File: src/rtl/serial_data_port_pkg.sv
// rtl/serial_data_port_pkg.sv - shared states, op constants and beat counts for serial_data_port
package serial_data_port_pkg;

    typedef enum logic [1:0] {
        IDLE  = 2'd0,
        SHIFT = 2'd1,
        HOLD  = 2'd2
    } sdp_state_e;

    localparam bit OP_BYTE = 1'b0;
    localparam bit OP_WORD = 1'b1;

    localparam int SDP_REG_BITS   = 8;
    localparam int SDP_NSHIFT     = 2;
    localparam int SDP_BYTE_BEATS = SDP_REG_BITS / SDP_NSHIFT;
    localparam int SDP_WORD_BEATS = (2 * SDP_REG_BITS) / SDP_NSHIFT;

    function automatic int sdp_beats(input int reg_bits, input int nshift, input bit pair);
        return pair ? (2 * reg_bits) / nshift : reg_bits / nshift;
    endfunction

endpackage

File: src/rtl/serial_data_port_shift_reg.sv
// rtl/serial_data_port_shift_reg.sv - sdp_shift_reg: NSHIFT-wide right shift register with load
module sdp_shift_reg #(
    parameter int WIDTH  = 16,
    parameter int NSHIFT = 2
) (
    input  logic              clk,
    input  logic              reset,
    input  logic              load,
    input  logic [WIDTH-1:0]  load_data,
    input  logic              shift_en,
    input  logic [NSHIFT-1:0] serial_in,
    output logic [NSHIFT-1:0] serial_out,
    output logic [WIDTH-1:0]  q
);

    // New chunks enter at the top so the first chunk ends up at the bottom.
    always_ff @(posedge clk or posedge reset) begin
        if (reset) begin
            q <= '0;
        end else if (load) begin
            q <= load_data;
        end else if (shift_en) begin
            q <= {serial_in, q[WIDTH-1:NSHIFT]};
        end
    end

    assign serial_out = q[NSHIFT-1:0];

endmodule

File: src/rtl/serial_data_port.sv
// rtl/serial_data_port.sv - serialised operand/result port to a bit-serial ALU; option SERIAL_DATA_PORT_SYNC_CHECK_EN
module serial_data_port
    import serial_data_port_pkg::*;
#(
    parameter int REG_BITS = 8,
    parameter int NSHIFT   = 2
) (
    input  logic                  clk,
    input  logic                  reset,
    input  logic                  in_valid,
    output logic                  in_ready,
    input  logic [2*REG_BITS-1:0] in_data,
    input  logic                  in_pair,
    output logic                  op_valid,
    input  logic                  active,
    output logic [NSHIFT-1:0]     data_in2,
    input  logic [NSHIFT-1:0]     data_out,
    input  logic                  op_done,
    output logic                  result_valid,
    input  logic                  result_ready,
    output logic [2*REG_BITS-1:0] result_data,
    output logic                  sync_err
);

    localparam int DW     = 2 * REG_BITS;
    localparam int WORD_N = sdp_beats(REG_BITS, NSHIFT, OP_WORD);
    localparam int BYTE_N = sdp_beats(REG_BITS, NSHIFT, OP_BYTE);
    localparam int CW     = (WORD_N > 1) ? $clog2(WORD_N) : 1;

    sdp_state_e    state, state_nxt;
    logic          pair_q;
    logic [CW-1:0] cnt;
    logic          accept, beat, last_beat;
    logic [DW-1:0] opnd_load, res_q, unused_opnd_q;
    logic [NSHIFT-1:0] unused_res_out;

    assign accept    = in_valid && in_ready;
    assign beat      = (state == SHIFT) && active;
    assign last_beat = beat && (cnt == CW'(pair_q ? WORD_N - 1 : BYTE_N - 1));
    assign opnd_load = in_pair ? in_data : {{REG_BITS{1'b0}}, in_data[REG_BITS-1:0]};

    always_ff @(posedge clk or posedge reset) begin
        if (reset) begin
            state <= IDLE;
        end else begin
            state <= state_nxt;
        end
    end

    always_comb begin
        state_nxt    = state;
        in_ready     = 1'b0;
        op_valid     = 1'b0;
        result_valid = 1'b0;
        case (state)
            IDLE: begin
                in_ready = 1'b1;
                if (in_valid) state_nxt = SHIFT;
            end
            SHIFT: begin
                op_valid = 1'b1;
                if (last_beat) state_nxt = HOLD;
            end
            HOLD: begin
                result_valid = 1'b1;
                in_ready     = result_ready;
                if (result_ready) state_nxt = in_valid ? SHIFT : IDLE;
            end
            default: state_nxt = IDLE;
        endcase
    end

    always_ff @(posedge clk or posedge reset) begin
        if (reset) begin
            pair_q <= 1'b0;
            cnt    <= '0;
        end else if (accept) begin
            pair_q <= in_pair;
            cnt    <= '0;
        end else if (beat) begin
            cnt <= cnt + CW'(1);
        end
    end

    sdp_shift_reg #(.WIDTH(DW), .NSHIFT(NSHIFT)) u_opnd (
        .clk        (clk),
        .reset      (reset),
        .load       (accept),
        .load_data  (opnd_load),
        .shift_en   (beat),
        .serial_in  ({NSHIFT{1'b0}}),
        .serial_out (data_in2),
        .q          (unused_opnd_q)
    );

    sdp_shift_reg #(.WIDTH(DW), .NSHIFT(NSHIFT)) u_res (
        .clk        (clk),
        .reset      (reset),
        .load       (accept),
        .load_data  ({DW{1'b0}}),
        .shift_en   (beat),
        .serial_in  (data_out),
        .serial_out (unused_res_out),
        .q          (res_q)
    );

    // A byte op only fills the upper half of the result register; realign it to the bottom.
    assign result_data = pair_q ? res_q : {{REG_BITS{1'b0}}, res_q[DW-1:REG_BITS]};

`ifdef SERIAL_DATA_PORT_SYNC_CHECK_EN
    logic sync_err_q;

    always_ff @(posedge clk or posedge reset) begin
        if (reset) begin
            sync_err_q <= 1'b0;
        end else if (beat && (op_done != last_beat)) begin
            sync_err_q <= 1'b1;
        end
    end

    assign sync_err = sync_err_q;
`else
    logic unused_op_done;
    assign unused_op_done = op_done;
    assign sync_err       = 1'b0;
`endif

endmodule

File: config.mk
export PLATFORM = sky130hd
export DESIGN_NAME = serial_data_port
export DESIGN_NICKNAME = d
export VERILOG_FILES = /design/src/rtl/serial_data_port_pkg.sv /design/src/rtl/serial_data_port_shift_reg.sv /design/src/rtl/serial_data_port.sv
export SDC_FILE = /design/constraint.sdc
export NUM_CORES = 1
export LEC_CHECK = 0
export ABC_AREA = 1
export CORE_UTILIZATION = 45
export CTS_CLUSTER_SIZE = 10
export DETAILED_ROUTE_END_ITERATION = 10
export PLACE_DENSITY = 0.74
export SLEW_MARGIN = 20
export SYNTH_ARGS = -nofsm -noshare
export SYNTH_HDL_FRONTEND = slang
export SYNTH_SLANG_ARGS = --single-unit
File: constraint.sdc
create_clock -name clk -period 1.8 [get_ports clk]
set_input_delay 0.45 -clock clk [delete_from_list [all_inputs] [get_ports clk]]
set_output_delay 0.45 -clock clk [all_outputs]
set_load 0.03 [all_outputs]
# Word-level counts from Yosys, hierarchy flattened

Cells that the tools add are included.

Bits in registers: 38
Output and inout bits: 22
Input bits: 25

Add/subtract/negate cells: 1
Equal/unequal tests: 6
Muxes and demuxes: 17
Reductions and logical operators: 6

Operator list:

| cell                | number |
|---|---|
| $mux 16             | 6 |
| $mux 3              | 3 |
| $mux 2              | 3 |
| $ne 2x2->1 const B  | 3 |
| $pmux 2 s3          | 1 |
| $add 3x1->3 const B | 1 |
| $eq 3x3->1          | 1 |
| $logic_and 1x1->1   | 3 |
| $mux 1              | 3 |
| $reduce_and 3->1    | 1 |
| $eq 2x1->1 const B  | 1 |
| $eq 2x2->1 const B  | 1 |
| $logic_not 2->1     | 1 |
| $pmux 1 s2          | 1 |
| $reduce_bool 2->1   | 1 |

# Longest topological paths before layout

Gate-level depths: netlist (run 1).

Depth after elaboration: 5
Mapped depth: 8
Gate-level depth less buffers: 7

# Modules after synthesis

From an unflattened synthesis (run 1), not the netlist that was laid out.

Cell total of the unflattened synthesis: 287
Area total of the unflattened synthesis: 2138.3 µm²

By module, submodules not included:

| module           | area each (µm²) | times used | cells each | sequential area each (µm²) |
|---|---|---|---|---|
| sdp_shift_reg    | 780.7           | 2          | 91         | 400.4 |
| serial_data_port | 576.8           | 1          | 105        | 150.1 |

# Worst setup path before layout (run 1)

No wires, ideal clock.

Path type: register -> output
Start point: register pair_q
End point: output result_data[5]
Path slack: -0.018 ns
Required time: 1.350 ns
Arrival time: 1.368 ns
Cell stages (with the launch flop): 4
Cells stage by stage: dfrtp_1 clkbuf_1 buf_2 o21ai_0

Cells in the longest elaborated chain, start to end: 1

RTL lines:

| item                   | line                    | text |
|---|---|---|
| from (decl)            | serial_data_port.sv:31  | `logic pair_q;` |
| from (signal assigned) | serial_data_port.sv:78  | `pair_q <= in_pair;` |
| $mux 16                | serial_data_port.sv:108 | `assign result_data = pair_q ? res_q : {{REG_BITS{1'b0}}, res_q[DW-1:REG_BITS]};` |
| to (decl)              | serial_data_port.sv:21  | `output logic [2*REG_BITS-1:0] result_data,` |

No other way between the ends.

# Worst setup path after layout (run 1)

Start point: register state[1]
End point: output op_valid

Cells in the longest elaborated chain, start to end: 2

RTL lines:

| item                   | line                   | text |
|---|---|---|
| from (decl)            | serial_data_port.sv:30 | `sdp_state_e state, state_nxt;` |
| from (signal assigned) | serial_data_port.sv:46 | `state <= state_nxt;` |
| $eq 2x1->1             | serial_data_port.sv:55 | `case (state)` |
| $mux 1                 | serial_data_port.sv:55 |  |
| to (decl)              | serial_data_port.sv:14 | `output logic op_valid,` |

No other way between the ends.

==> reports/qor.yml, run 1 <==
syn2layout_area_growth_pct: 29.6
ys_async_sr_fraction_pct: 100
arrival_ns: 1.27
startpoint_type: "flip-flop"
hold_path_depth: 2
ys_types: 23
use_met1_pct: 25.3
start_util_pct: 47.6
grt.overflow.total: 0
fin_ws_ns: 0.0760
cts_max_level: 2
antenna_cells: 0
grt_pass1_wl_mm: 6.72
powerDensity_mw_per_mm2: 1560
seq_area_frac_synth_pct: 49.2
min_period_ns: 1.72
die_area_sq_mm: 0.00456
r2r.worst_path.cells: 6
nNetsFinal: 316
numPortBuffers: 44
postCtsHoldBufs: 0
crit_chain: "inv_1 -> nand2_1 -> inv_1 -> dlygate4sd2_1"
dp_hpwl_mm: 2.70
end_kind: "output port"
wirelength_mm: 3.93
syn_area_sq_mm: 0.00193
stdcell_count: 341
leakage_nw: 1.36
vias: 1675
cp_common_cell: "inv_1"
grtUsageMet2_pct: 32.7
finClkSkew_ns: 0.00156
root_buffer: "clkbuf_8"
rsz0062_at_grt: "false"
viasPerCell: 4.91
p_total_mw: 3.92
crit_fanout: 3
finalSetupViolCount: 0
yosysWarningCount: 0
drc: 0
layout_commonest_cell: "nand2_1"
finalHoldViolCount: 0
grt_start_max_net_pins: 39
cts.clk_slew.worst_paths_ns: 0.07
final_cell_mix: "71 x nand2_1, 44 x nand3_1, 38 x dfrtp_1, 36 x inv_1, 25 x buf_4"
cts_num_sinks: 38
critPathMaxStageDelay_ns: 0.40
synth_cells: 245
antenna_found_initial: 0
top_usage_layer: "met2"
first_global_vias: 1560
avgSynthCellArea_sq_um: 7.89
run_status: "finished clean"
synth_edf_count: 0
gp_congestion: 0.768
placed_cells: 333
crit_type: "flip-flop to output port"
max_freq_mhz: 580
cts_tree: "yes"
worst_ep_required_time_ns: 1.35
dp_slack_ns: 0.0678
drive_above_1_share_pct: 14.4
drt_iter0_drc: 93
fill_cells: 366
ys_ff_latch: 38
placementRows: 23
clk_path_buf_depth: 2
routedWlPerCell_um: 11.5
maxCapViolCount: 0
grtUsageTotal_pct: 20.2
fin_util_pct: 61.8
ios: 47
dieHeight_um: 67.5
gr-usage-met3_pct: 5.07
die_x_um: 67.5
synth_flop_cell: "dfrtp_1"
fp.coreArea_sq_mm: 0.00406
slowest_stage: "dfrtp_1"
syn-num-nets: 271
clk_latency_ns: 0.29
postPlaceCellArea_sq_mm: 0.00241
numCtsBuffers: 5
first_pass_iters: 4
min_path_type: "flip-flop to flip-flop"
ant_nets: 0
peakVddDrop_mv: 0.771
final_cell_area_sq_mm: 0.00251
fin_crit_sh_pct: 95.8
slew_viol_final: 0
synth_stat cells, types with 2 or more instances:
master / number / area share, %
buf_6: 3 / 1.7
o22ai_1: 12 / 3.9
dfrtp_1: 38 / 49
nand2_1: 71 / 14
nand3_1: 44 / 11
nor2_1: 2 / 0.39
inv_1: 36 / 7.0
o21ai_1: 5 / 1.3
o21ai_0: 9 / 2.3
buf_4: 4 / 1.6
buf_2: 9 / 2.3
cell type report:
cell class              instances  area, sq um  area share [%]
clock buffers                   7         86.3            3.44
clock inverters                 1         5.00           0.200
inverters                      37          139            5.54
multi-input cells             153          731            29.2
flip-flops and latches         38          951            37.9
well taps                      50         62.6            2.50
repair buffers                 55          532            21.2
routing by layer:
metal  routed length, um  up-vias
li1                    -      864
met1                1870      766
met2                1810       39
met3                 181        6
met4                  70        0
met5                   0        -
flip-flops by register name (all words and copies together) (netlist names):
name / count
cnt: 3
pair_q: 1
state: 2
u_opnd.q: 16
u_res.q: 16
timing repair:
action / 4_1_cts / 5_1_grt
gates resized for setup: 1 / 2
endpoints found under the setup margin: 1 / 2
gates cloned: 0 / 0
setup buffers: 0 / 0
power breakdown:
| part | internal, mW | switching [mW] | total [mW] |
|---|---|---|---|
| logic | 0.753 | 1.17 | 1.92 |
| clock network | 0.309 | 0.289 | 0.597 |
| registers | 1.21 | 0.189 | 1.40 |
| total | 2.27 | 1.65 | 3.92 |
cells by family (layout without fill, tap and decap cells):
group	after synthesis	count (layout)	synth area share, %
AOI/OAI and AO/OA	27	27	7.77
xor gates and xnor gates	2	2	0.906
adders and majority gates	1	1	0.647
buffers and inverters	54	100	13.0
DFF	38	38	49.2
other	1	1	0.194
and+or+nand+nor	122	122	28.3
stage by stage:
stage / TNS [ns] / hold WS [ns]
after floorplan: -0.0532 / 0.466
after global placement: 0 / 0.473
after detailed placement: 0 / 0.483
after CTS: 0 / 0.499
after global routing: 0 / 0.528
final: 0 / 0.497
critical path: cells and delay by family (launching register included):
kind	cells	cell delay, ns
simple gates	1	0.05
flops	1	0.40
buf+inv	3	0.53
worst paths after layout:
path | start | endpoint | slack (ns)
worst max-delay path | state[1] | op_valid | 0.08
worst min-delay path | u_opnd.q[2] | u_opnd.q[0] | 0.50
worst max register to register | state[1] | u_res.q[14] | 0.48
worst min register to register | u_opnd.q[2] | u_opnd.q[0] | 0.50
max in group asynchronous | reset | u_opnd.q[14] | 1.11
min in group asynchronous | reset | u_opnd.q[3] | 0.51
No activity file was read; power rests on OpenSTA's default activity.
==> inputs of run 2 (changes only) <==
--- a/config.mk
+++ b/config.mk
@@ -5,7 +5,7 @@
 export SDC_FILE = /design/constraint.sdc
 export NUM_CORES = 1
 export LEC_CHECK = 0
-export ABC_AREA = 1
+export ABC_AREA = 0
 export CORE_UTILIZATION = 45
 export CTS_CLUSTER_SIZE = 10
 export DETAILED_ROUTE_END_ITERATION = 10
==> reports/qor.yml, run 2 <==
numPortBuffers: 44  # unchanged
reg2reg_slack_ns: 0.42  # was 0.48 ns
antenna_found_initial: 0  # unchanged
postCtsHoldBufs: 0  # unchanged
cp-startpoint: "pair_q"  # was state[1]
powerDensity_mw_per_mm2: 1590  # was 1560 mW/mm^2
cts_max_level: 2  # unchanged
fin_crit_sh_pct: 98.2  # was 95.8%
ys_top_cells_by_count: "41 x nand2_1, 38 x dfrtp_1, 24 x mux2_2"  # was 71 x nand2_1, 44 x nand3_1, 38 x dfrtp_1
maxCapViolCount: 0  # unchanged
reg2reg_from: "state[1]"  # unchanged
wirelength_mm: 3.67  # was 3.93 mm
die_x_um: 67.5  # about the same
grtUsageMet2_pct: 33.2  # was 32.7%
nNetsFinal: 260  # was 316
placementRows: 23  # unchanged
layout_commonest_cell: "nand2_1"  # unchanged
yosysMostFrequentCell: "nand2_1"  # unchanged
syn-num-nets: 206  # was 271
worst_ep_required_time_ns: 1.35  # about the same
leakage_nw: 1.22  # was 1.36 nW
viasPerCell: 5.00  # was 4.91
synthTopCellsByArea: "dfrtp_1 49%, mux2_2 14%, nand2_1 8.0%, mux2i_1 6.2%, a21oi_1 4.7%"  # was dfrtp_1 49%, nand2_1 14%, nand3_1 11%, inv_1 7.0%, o22ai_1 3.9%
crit_fanout: 6  # was 3
ant_nets: 0  # unchanged
numCtsBuffers: 5  # unchanged
synth_top_area_cell: "dfrtp_1"  # unchanged
yosysWarningCount: 0  # unchanged
gr-usage-met3_pct: 5.91  # was 5.07%
grt_pass1_wl_mm: 6.31  # was 6.72 mm
first_global_vias: 1437  # was 1560
fin_util_pct: 64.4  # was 61.8%
final_cell_mix: "41 x nand2_1, 37 x dfrtp_1, 25 x clkdlybuf4s50_1, 23 x mux2_2, 21 x buf_4"  # was 71 x nand2_1, 44 x nand3_1, 38 x dfrtp_1, 36 x inv_1, 25 x buf_4
clk_latency_ns: 0.29  # about the same
cts_tree: "yes"  # unchanged
drt_iter0_drc: 132  # was 93
crit_end: "result_data[5]"  # was op_valid
vias: 1421  # was 1675
ys_ff_latch: 38  # unchanged
synth_cells: 180  # was 245
r2r_end: "u_opnd.q[4]"  # was u_res.q[14]
r2r.worst_path.cells: 3  # was 6
grtUsageTotal_pct: 18.9  # was 20.2%
slew_viol_final: 0  # unchanged
min_period_ns: 1.77  # was 1.72 ns
arrival_ns: 1.32  # was 1.27 ns
first_pass_iters: 4  # unchanged
synth_top_area_share_pct: 49.3  # was 49.2%
crit_type: "flip-flop to output port"  # unchanged
finClkSkew_ns: 0.00369  # was 0.00156 ns
gp_congestion: 0.779  # was 0.768
rsz0062_at_grt: "true"  # was false
antenna_cells: 0  # unchanged
avgSynthCellArea_sq_um: 10.7  # was 7.89 sq um
synth_edf_count: 0  # unchanged
synth_flop_cell: "dfrtp_1"  # unchanged
fill_cells: 332  # was 366
grt.overflow.total: 0  # unchanged
die_area_sq_mm: 0.00456  # about the same
startpoint_type: "flip-flop"  # unchanged
run_status: "finished clean"  # unchanged
min_path_type: "input port to asynchronous set/reset pin"  # was flip-flop to flip-flop
root_buffer: "clkbuf_8"  # unchanged
dp_hpwl_mm: 2.62  # was 2.70 mm
cts.clk_slew.worst_paths_ns: 0.07  # about the same
ys_async_sr_fraction_pct: 100  # unchanged
drc: 0  # unchanged
finalSetupTns_ns: 0  # unchanged
finalSetupViolCount: 0  # unchanged
fp.coreArea_sq_mm: 0.00406  # unchanged
peakVddDrop_mv: 0.670  # was 0.771 mV
start_util_pct: 47.6  # about the same
use_met1_pct: 21.7  # was 25.3%
syn2layout_area_growth_pct: 35.5  # was 29.6%
syn_area_sq_mm: 0.00193  # about the same
routedWlPerCell_um: 12.9  # was 11.5 um
clk_path_buf_depth: 2  # unchanged
dieHeight_um: 67.5  # about the same
ys_types: 31  # was 23
cts_num_sinks: 38  # unchanged
reg_top3: "u_opnd.q: 16 flops, u_res.q: 16 flops, cnt: 3 flops"  # unchanged
ios: 47  # unchanged
top_usage_layer: "met2"  # unchanged
drive_above_1_share_pct: 30.8  # was 14.4%
finalHoldViolCount: 0  # unchanged
max_freq_mhz: 566  # was 580 MHz
end_kind: "output port"  # unchanged
grt_start_max_net_pins: 39  # unchanged
seq_area_frac_synth_pct: 49.3  # was 49.2%
run 2: worst max-delay path, stage by stage, from the launching register on:
cell     delay, ns
dfrtp_2       0.42
buf_12        0.13
mux2_2        0.34
buf_6         0.14
run 2: power by group:
part | switching, mW | leakage (nW) | internal, mW
sequential | 0.251 | 0.496 | 1.19
clock | 0.282 | 0.0383 | 0.267
combinational | 1.01 | 0.689 | 1.17
run 2: metal layers:
layer	wire, um	vias up
li1	-	707
met1	1540	668
met2	1910	42
met3	175	4
met4	36	0
met5	0	-
run 2: worst min-delay path by stage:
stage	from	to	slack [ns]	depth (start not counted)
2_1_floorplan	u_opnd.q[15]	u_opnd.q[15]	0.47	1
3_3_place_gp	u_opnd.q[14]	u_opnd.q[14]	0.48	1
3_5_place_dp	u_opnd.q[15]	u_opnd.q[15]	0.49	1
4_1_cts	reset	u_opnd.q[0]	0.51	3
5_1_grt	reset	u_opnd.q[0]	0.54	3
6_report	reset	state[1]	0.51	3
run 2: repair_timing:
item,CTS,global route
setup endpoints to repair,9,9
buffers inserted,0,0
pin swaps,0,0
cloned,1,0
gates resized for setup,48,20
run 2: cell type report:
| type | instances | area [sq um] | share of cell area [%] |
|---|---|---|---|
| clock buffers | 7 | 76.3 | 2.92 |
| inverters | 3 | 11.3 | 0.431 |
| multi-input cells | 124 | 868 | 33.2 |
| flip-flops and latches | 38 | 952 | 36.4 |
| well taps | 50 | 62.6 | 2.39 |
| repair buffers | 62 | 644 | 24.6 |
run 2: per-stage QoR:
stage | total power, mW | setup slack [ns] | std cells | area [sq um] | hold WS (ns)
detailed placement | 3.48 | -0.112 | 276 | 2470 | 0.490
finish | 4.17 | 0.0319 | 284 | 2620 | 0.507
CTS | 4.10 | 0.00713 | 284 | 2560 | 0.513
global placement | 3.42 | -0.108 | 276 | 2470 | 0.480
floorplan | 2.79 | 0.203 | 180 | 1930 | 0.465
global route | 4.45 | -0.0183 | 284 | 2620 | 0.539
run 2: cells by family (layout without fill, tap and decap cells):
logic type,count (synthesis),in the layout,synth area share [%]
buf+inv,18,72,6.48
xor+xnor,2,2,0.907
flops,38,38,49.3
fa+ha+maj,1,1,0.648
compound gates,24,24,7.00
simple gates,59,59,14.5
other cells,1,1,0.194
mux,37,37,21.0
==> inputs of run 3 (changes only) <==
--- a/config.mk
+++ b/config.mk
@@ -7,6 +7,7 @@
 export LEC_CHECK = 0
 export ABC_AREA = 0
 export CORE_UTILIZATION = 45
+export CTS_CLUSTER_DIAMETER = 60
 export CTS_CLUSTER_SIZE = 10
 export DETAILED_ROUTE_END_ITERATION = 10
 export PLACE_DENSITY = 0.74
==> results of run 3 <==
The final DEF is identical to that of run 2; final timing and power are the same.
